### config.mk
export PLATFORM = sky130hd
export DESIGN_NAME = mem_bus_master_flat
export DESIGN_NICKNAME = d
export VERILOG_FILES = /design/src/rtl/mem_bus_master_if.sv /design/src/rtl/mem_bus_master.sv /design/src/flat_wrapper.sv
export SDC_FILE = /design/constraint.sdc
export NUM_CORES = 1
export LEC_CHECK = 0
export BUFFER_PORTS_ARGS = -buffer_cell sky130_fd_sc_hd__buf_2
export CORE_UTILIZATION = 45
export CTS_CLUSTER_DIAMETER = 200
export DETAILED_ROUTE_END_ITERATION = 8
export PLACE_DENSITY = 0.71
export SLEW_MARGIN = 15
export SYNTH_ARGS = -nofsm -noshare
export SYNTH_HDL_FRONTEND = slang
export SYNTH_SLANG_ARGS = --single-unit
### constraint.sdc
create_clock -name clk -period 4.3 [get_ports clk]
set_input_delay 0 -clock clk [delete_from_list [all_inputs] [get_ports clk]]
set_output_delay 0 -clock clk [all_outputs]
set_load 0.02 [all_outputs]
### src/rtl/mem_bus_master_if.sv
// Purpose : Bundles the request, write-beat, read-beat and memory-strobe
//           signals of the main-memory initiator port.
// Params  : BURST_MAX_LOG2 - width of the req_len field.
// Modports: master - the mem_bus_master block itself.
//           slave  - the core datapath plus main memory on the other side.
interface mem_bus_master_if #(
    parameter int unsigned BURST_MAX_LOG2 = 3
);
    // Request channel from the core datapath
    logic                      req_valid;
    logic                      req_ready;
    logic                      req_write;
    logic [31:0]               req_addr;
    logic [BURST_MAX_LOG2-1:0] req_len;

    // Write-beat channel
    logic                      wvalid;
    logic                      wready;
    logic [31:0]               wdata;

    // Read-beat stream and completion pulses
    logic                      rvalid;
    logic [31:0]               rdata;
    logic                      done;
    logic                      err;

    // Main-memory strobes
    logic [31:0]               mem_addr;
    logic [31:0]               mem_wdata;
    logic                      mem_rd;
    logic                      mem_wr;
    logic [31:0]               mem_rdata;

    modport master (
        input  req_valid, req_write, req_addr, req_len,
        input  wvalid, wdata,
        input  mem_rdata,
        output req_ready, wready,
        output rvalid, rdata, done, err,
        output mem_addr, mem_wdata, mem_rd, mem_wr
    );

    modport slave (
        output req_valid, req_write, req_addr, req_len,
        output wvalid, wdata,
        output mem_rdata,
        input  req_ready, wready,
        input  rvalid, rdata, done, err,
        input  mem_addr, mem_wdata, mem_rd, mem_wr
    );
endinterface

### src/rtl/mem_bus_master.sv
// Purpose : Initiator side of the main-memory port. Accepts single-word or
//           short-burst read/write requests, drives the memory address/data
//           strobes, and returns captured read data as an rvalid/rdata stream.
// Ports   : clk    - rising-edge clock
//           rst_n  - asynchronous active-low reset
//           bus    - mem_bus_master_if.master (request, write beats, read
//                    beats, done/err pulses, memory strobes)
// Options : MEM_ALIGN_CHECK_EN - when defined, a request whose start address
//           is not word aligned is accepted but aborted with a one-cycle err
//           pulse and no memory traffic. When undefined, err is constant 0 and
//           the address is used as given.
module mem_bus_master #(
    parameter int unsigned BURST_MAX_LOG2 = 3
) (
    input  logic             clk,
    input  logic             rst_n,
    mem_bus_master_if.master bus
);

    localparam int unsigned AW = 32;
    localparam int unsigned DW = 32;
    localparam int unsigned LW = BURST_MAX_LOG2;

    // ST_ERR is only reachable when the alignment check is compiled in.
    typedef enum logic [2:0] {
        ST_IDLE     = 3'd0,
        ST_RD       = 3'd1,
        ST_RD_DRAIN = 3'd2,
        ST_WR       = 3'd3,
        ST_WR_DONE  = 3'd4,
        ST_ERR      = 3'd5
    } state_e;

    state_e          state_q, state_d;
    logic [AW-1:0]   addr_q, addr_d;          // address of the next beat to issue
    logic [LW-1:0]   cnt_q, cnt_d;            // beats still to issue after the current one
    logic [AW-1:0]   mem_addr_q, mem_addr_d;
    logic [DW-1:0]   mem_wdata_q, mem_wdata_d;
    logic            mem_rd_q, mem_rd_d;
    logic            mem_wr_q, mem_wr_d;
    logic [1:0]      pipe_q, pipe_d;          // read-valid shift: [0] memory output valid, [1] rvalid
    logic [DW-1:0]   rdata_q, rdata_d;
    logic            done_q, done_d;
    logic            err_q, err_d;
    logic            misaligned_c;

    // Alignment abort qualifier; constant 0 leaves err permanently low.
`ifdef MEM_ALIGN_CHECK_EN
    assign misaligned_c = (bus.req_addr[1:0] != 2'b00);
`else
    assign misaligned_c = 1'b0;
`endif

    // Next-state and registered-output decode
    always_comb begin
        state_d     = state_q;
        addr_d      = addr_q;
        cnt_d       = cnt_q;
        mem_addr_d  = mem_addr_q;
        mem_wdata_d = mem_wdata_q;
        mem_rd_d    = 1'b0;
        mem_wr_d    = 1'b0;
        done_d      = 1'b0;
        err_d       = 1'b0;
        rdata_d     = rdata_q;
        pipe_d      = {pipe_q[0], mem_rd_q};

        // Memory data_out is valid the cycle after it sampled mem_rd.
        if (pipe_q[0]) begin
            rdata_d = bus.mem_rdata;
        end

        unique case (state_q)
            ST_IDLE: begin
                if (bus.req_valid) begin
                    cnt_d = bus.req_len;
                    if (misaligned_c) begin
                        state_d = ST_ERR;
                        err_d   = 1'b1;
                    end else if (bus.req_write) begin
                        state_d = ST_WR;
                        addr_d  = bus.req_addr;
                    end else begin
                        state_d    = ST_RD;
                        mem_rd_d   = 1'b1;
                        mem_addr_d = bus.req_addr;
                        addr_d     = bus.req_addr + 32'd4;
                    end
                end
            end

            ST_RD: begin
                if (cnt_q == '0) begin
                    state_d = ST_RD_DRAIN;
                end else begin
                    mem_rd_d   = 1'b1;
                    mem_addr_d = addr_q;
                    addr_d     = addr_q + 32'd4;
                    cnt_d      = cnt_q - LW'(1);
                end
            end

            // The last beat is already in the valid pipe on entry, so done
            // lines up with the final rvalid; hold one more cycle for it.
            ST_RD_DRAIN: begin
                if (done_q) begin
                    state_d = ST_IDLE;
                end else begin
                    done_d = 1'b1;
                end
            end

            // wready is high throughout, so wvalid alone marks an accepted beat.
            ST_WR: begin
                if (bus.wvalid) begin
                    mem_wr_d    = 1'b1;
                    mem_addr_d  = addr_q;
                    mem_wdata_d = bus.wdata;
                    addr_d      = addr_q + 32'd4;
                    if (cnt_q == '0) begin
                        state_d = ST_WR_DONE;
                    end else begin
                        cnt_d = cnt_q - LW'(1);
                    end
                end
            end

            ST_WR_DONE: begin
                if (done_q) begin
                    state_d = ST_IDLE;
                end else begin
                    done_d = 1'b1;
                end
            end

            ST_ERR: begin
                state_d = ST_IDLE;
            end

            default: begin
                state_d = ST_IDLE;
            end
        endcase
    end

    // State and output registers
    always_ff @(posedge clk or negedge rst_n) begin
        if (!rst_n) begin
            state_q     <= ST_IDLE;
            addr_q      <= '0;
            cnt_q       <= '0;
            mem_addr_q  <= '0;
            mem_wdata_q <= '0;
            mem_rd_q    <= 1'b0;
            mem_wr_q    <= 1'b0;
            pipe_q      <= '0;
            rdata_q     <= '0;
            done_q      <= 1'b0;
            err_q       <= 1'b0;
        end else begin
            state_q     <= state_d;
            addr_q      <= addr_d;
            cnt_q       <= cnt_d;
            mem_addr_q  <= mem_addr_d;
            mem_wdata_q <= mem_wdata_d;
            mem_rd_q    <= mem_rd_d;
            mem_wr_q    <= mem_wr_d;
            pipe_q      <= pipe_d;
            rdata_q     <= rdata_d;
            done_q      <= done_d;
            err_q       <= err_d;
        end
    end

    assign bus.req_ready = (state_q == ST_IDLE);
    assign bus.wready    = (state_q == ST_WR);
    assign bus.rvalid    = pipe_q[1];
    assign bus.rdata     = rdata_q;
    assign bus.done      = done_q;
    assign bus.err       = err_q;
    assign bus.mem_addr  = mem_addr_q;
    assign bus.mem_wdata = mem_wdata_q;
    assign bus.mem_rd    = mem_rd_q;
    assign bus.mem_wr    = mem_wr_q;

endmodule

### src/flat_wrapper.sv
// flat-port wrapper written by rule: the top's interface ports become plain ports
module mem_bus_master_flat 
#(
    parameter int unsigned BURST_MAX_LOG2 = 3
)
  (clk, rst_n, bus_req_valid, bus_req_write, bus_req_addr, bus_req_len, bus_wvalid, bus_wdata, bus_mem_rdata, bus_req_ready, bus_wready, bus_rvalid, bus_rdata, bus_done, bus_err, bus_mem_addr, bus_mem_wdata, bus_mem_rd, bus_mem_wr);
  mem_bus_master_if #(.BURST_MAX_LOG2(BURST_MAX_LOG2)) bus_i ();
  input  logic clk;
  input  logic rst_n;
  input wire logic [$bits(bus_i.req_valid)-1:0] bus_req_valid;
  input wire logic [$bits(bus_i.req_write)-1:0] bus_req_write;
  input wire logic [$bits(bus_i.req_addr)-1:0] bus_req_addr;
  input wire logic [$bits(bus_i.req_len)-1:0] bus_req_len;
  input wire logic [$bits(bus_i.wvalid)-1:0] bus_wvalid;
  input wire logic [$bits(bus_i.wdata)-1:0] bus_wdata;
  input wire logic [$bits(bus_i.mem_rdata)-1:0] bus_mem_rdata;
  output wire logic [$bits(bus_i.req_ready)-1:0] bus_req_ready;
  output wire logic [$bits(bus_i.wready)-1:0] bus_wready;
  output wire logic [$bits(bus_i.rvalid)-1:0] bus_rvalid;
  output wire logic [$bits(bus_i.rdata)-1:0] bus_rdata;
  output wire logic [$bits(bus_i.done)-1:0] bus_done;
  output wire logic [$bits(bus_i.err)-1:0] bus_err;
  output wire logic [$bits(bus_i.mem_addr)-1:0] bus_mem_addr;
  output wire logic [$bits(bus_i.mem_wdata)-1:0] bus_mem_wdata;
  output wire logic [$bits(bus_i.mem_rd)-1:0] bus_mem_rd;
  output wire logic [$bits(bus_i.mem_wr)-1:0] bus_mem_wr;
  assign bus_i.req_valid = bus_req_valid;
  assign bus_i.req_write = bus_req_write;
  assign bus_i.req_addr = bus_req_addr;
  assign bus_i.req_len = bus_req_len;
  assign bus_i.wvalid = bus_wvalid;
  assign bus_i.wdata = bus_wdata;
  assign bus_i.mem_rdata = bus_mem_rdata;
  assign bus_req_ready = bus_i.req_ready;
  assign bus_wready = bus_i.wready;
  assign bus_rvalid = bus_i.rvalid;
  assign bus_rdata = bus_i.rdata;
  assign bus_done = bus_i.done;
  assign bus_err = bus_i.err;
  assign bus_mem_addr = bus_i.mem_addr;
  assign bus_mem_wdata = bus_i.mem_wdata;
  assign bus_mem_rd = bus_i.mem_rd;
  assign bus_mem_wr = bus_i.mem_wr;
  mem_bus_master #(.BURST_MAX_LOG2(BURST_MAX_LOG2)) u_core (.clk(clk), .rst_n(rst_n), .bus(bus_i));
endmodule
==> flow_summary.ini <==
[critical_path]
reg2reg_slack_ns = 1.37
end_kind = register
worstPathRequired_ns = 4.63
cp_num_buf_inv = 2
arrival_ns = 3.26
critPathMaxStageDelay_ns = 0.73
cp_max_fo = 36
worst_r2r_endpoint = u_core.bus.mem_addr[8]$_DFFE_PN0P_
startpoint_type = register
rr_worst_depth = 9
path_class = register to register
rr_startpoint = u_core.cnt_q[0]$_DFFE_PN0P_
critPathTopFamily = compound AO/OA/AOI/OAI gates
crit_chain = inv_1 > ha_1 > nand2b_1 > nand2_1 > a221o_1 > a21oi_4 > buf_12 > nor2_1 > a31oi_1
crit_path_top_delay_cell = a21oi_4

[yosys]
synth_flop_cell = dfrtp_1
syn_avg_cell_area_um2 = 10.0
synth_nets = 795
synth-seq-area-share_pct = 50.4
netlist_area_um2 = 6900
ys_ff_latch = 139
synth_edf_count = 0
synth.distinct_cells = 64
async_reset_ff_share_pct = 100
ys_warn_count = 0
netlist_instances = 687

[global_routing]
antenna_found_initial = 1
grt_max_degree = 98
grt_pass1_vias = 6253
grt-ovfl-total = 0
global_route.usage.total_pct = 27.0
grt_pass1_wl_mm = 33.1

[layout]
final_cells = 1176
final_cell_mix = 204 x buf_2, 139 x dfrtp_1, 105 x nand2_1
final_nets = 1086
final_common_cell = buf_2
syn_to_final_growth_pct = 40.1
multi_input_area_um2 = 3160
nFillCells = 1158
drive_above_1_share_pct = 33.7
register_area_um2 = 3480

[floorplan]
start_util_pct = 46.7
dieArea_um2 = 15800
ios = 207
die_y_um = 126
num_rows = 44
core-area_um2 = 14800
die_w_um = 126

[route]
wl_per_cell_um = 17.7
drc_errors = 0
dr.pass1.iters = 7
routed_wl_mm = 20.8
drtIter0Drc = 405
vias = 6362
viasPerCell = 5.41
antenna_left = 0

[power_and_ir_drop]
ir_drop_v = 0.000329
power.leakage_uw = 0.00438
powerDensity_nw_per_um2 = 771

[clock_network]
postCtsHoldBufs = 102
tritoncts = done
cts_made_buffers = 17
ctsHtreeMaxLevel = 4
clk_pin_slew_ns = 0.06
cts_root_buf = clkbuf_16
clk_path_buf_depth = 2
clkLatencyLatePin_ns = 0.43
cts_setup_buffers = 0
numClockSinks = 139
post_cts_resized = 0

[worst_hold_path]
hold_path.startpoint = bus_req_write
min_path_cells = 4
min_to = u_core.bus.mem_rd$_DFF_PN0_
hold_path_class = primary input to register

[placement]
gp_congestion = 0.828
dp_hpwl_mm = 12.7
placed_cells = 1041
portBuffers = 205

[flow_run]
drv_cap = 0

[timing]
drv_slew = 0
finalHoldViolations = 0
maxSlewHeadroom_pct = 36.1
fin_crit_sh_pct = 68.1
setup_viol = 0
worst_pin_slew_ns = 0.958
tns_ns = 0
skew_ns = 0.0131
clock.fmax_mhz = 341
rsz0062_at_grt = no
layout_min_cycle_time_ns = 2.93

[outcome]
run_status = completed
==> worst max path at each step <==
stage | cells past startpoint | startpoint | slack, ns | endpoint
6_report | 9 | u_core.cnt_q[0]$_DFFE_PN0P_ | 1.37 | u_core.bus.mem_addr[8]$_DFFE_PN0P_
5_1_grt | 9 | u_core.cnt_q[0]$_DFFE_PN0P_ | 1.05 | u_core.bus.mem_addr[13]$_DFFE_PN0P_
4_1_cts | 9 | u_core.cnt_q[0]$_DFFE_PN0P_ | 1.35 | u_core.bus.mem_addr[8]$_DFFE_PN0P_
3_5_place_dp | 9 | u_core.cnt_q[0]$_DFFE_PN0P_ | 1.34 | u_core.bus.mem_addr[10]$_DFFE_PN0P_
3_3_place_gp | 9 | u_core.cnt_q[0]$_DFFE_PN0P_ | 1.49 | u_core.bus.mem_addr[18]$_DFFE_PN0P_
2_1_floorplan | 6 | u_core.state_q[2]$_DFFE_PN0P_ | 2.35 | u_core.addr_q[28]$_DFFE_PN0P_
==> per-stage QoR <==
| step | cell area, um2 | hold WS (ns) | worst slack [ns] | total power, uW | util [%] |
|---|---|---|---|---|---|
| global placement | 8040 | 0.170 | 1.49 | 5730 | 54.5 |
| finish | 9660 | 0.0736 | 1.37 | 7450 | 65.5 |
| global route | 9660 | 0.0950 | 1.05 | 7940 | 65.5 |
| detailed placement | 8040 | 0.178 | 1.34 | 5830 | 54.5 |
| floorplan | 6900 | -0.296 | 2.35 | 4770 | - |
| CTS | 9660 | 0.0566 | 1.35 | 7390 | 65.5 |
==> cell usage after synthesis (3+ instances only) <==
cell	number	share of area [%]
dfrtp_1	139	50
nand2_1	105	5.7
mux2_2	64	10
nor2_1	58	3.2
a31oi_1	38	3.4
a21oi_1	33	2.4
o21ai_0	27	2.0
clkbuf_1	18	0.98
nand4_1	17	1.5
nor3_1	16	1.2
xnor2_1	15	1.9
buf_2	14	1.0
nand3_1	14	1.0
xor2_1	13	1.7
inv_1	12	0.65
and3_1	9	0.82
buf_4	7	0.76
and4_1	6	0.76
a211oi_1	5	0.54
and2_1	4	0.36
buf_1	4	0.22
ha_1	4	0.73
nor4_1	4	0.36
o22ai_1	4	0.36
nand2b_1	3	0.27
nor3_2	3	0.44
o211ai_1	3	0.33
==> cell families (layout without fill, tap and decap cells) <==
group | count (synthesis) | in the layout | share of synthesized area (%)
flops | 139 | 139 | 50.4
buf+inv | 58 | 362 | 3.94
simple gates | 258 | 258 | 18.4
xor+xnor | 28 | 28 | 3.56
mux | 65 | 65 | 10.6
compound gates | 134 | 134 | 12.3
fa+ha+maj | 4 | 4 | 0.726
other cells | 1 | 2 | 0.0544
==> flip-flops by register name, summed over array words and instances, names as in the netlist <==
| signal | count |
|---|---|
| u_core.addr_q | 32 |
| u_core.bus.done | 1 |
| u_core.bus.mem_addr | 32 |
| u_core.bus.mem_rd | 1 |
| u_core.bus.mem_wdata | 32 |
| u_core.bus.mem_wr | 1 |
| u_core.bus.rdata | 32 |
| u_core.cnt_q | 3 |
| u_core.pipe_q | 2 |
| u_core.state_q | 3 |
==> where the power goes <==
part / internal, uW / total (uW) / switching, uW
Sequential: 1980 / 2490 / 504
Combinational: 1340 / 3480 / 2140
Clock: 882 / 1480 / 603
Total: 4200 / 7450 / 3250
==> worst reg2reg max path, cell delays in order (launching register included) <==
cell      delay [ns]
dfrtp_1         0.36
inv_1           0.07
ha_1            0.19
nand2b_1        0.15
nand2_1         0.14
a221o_1         0.71
a21oi_4         0.74
buf_12          0.27
nor2_1          0.07
a31oi_1         0.14
==> layout make-up <==
| cell class | count | area share (%) |
|---|---|---|
| Timing Repair Buffer | 318 | 22.2 |
| Tap cell | 184 | 2.38 |
| Clock buffer | 18 | 4.54 |
| Multi-Input combinational cell | 490 | 32.7 |
| Clock inverter | 14 | 1.63 |
| Inverter | 12 | 0.466 |
| Antenna cell | 1 | 0.0259 |
| Sequential cell | 139 | 36.0 |
==> metal layers <==
metal	track usage (%)	up-vias	wire length (um)	part of all wire (%)
met2	45.4	236	10200	49
li1	-	3030	-	-
met3	6.37	63	1230	5.9
met1	32.5	3033	8590	41
met5	0	-	0	0
met4	13.5	0	815	3.9
Note: power is estimated with default switching activity, not from simulation.
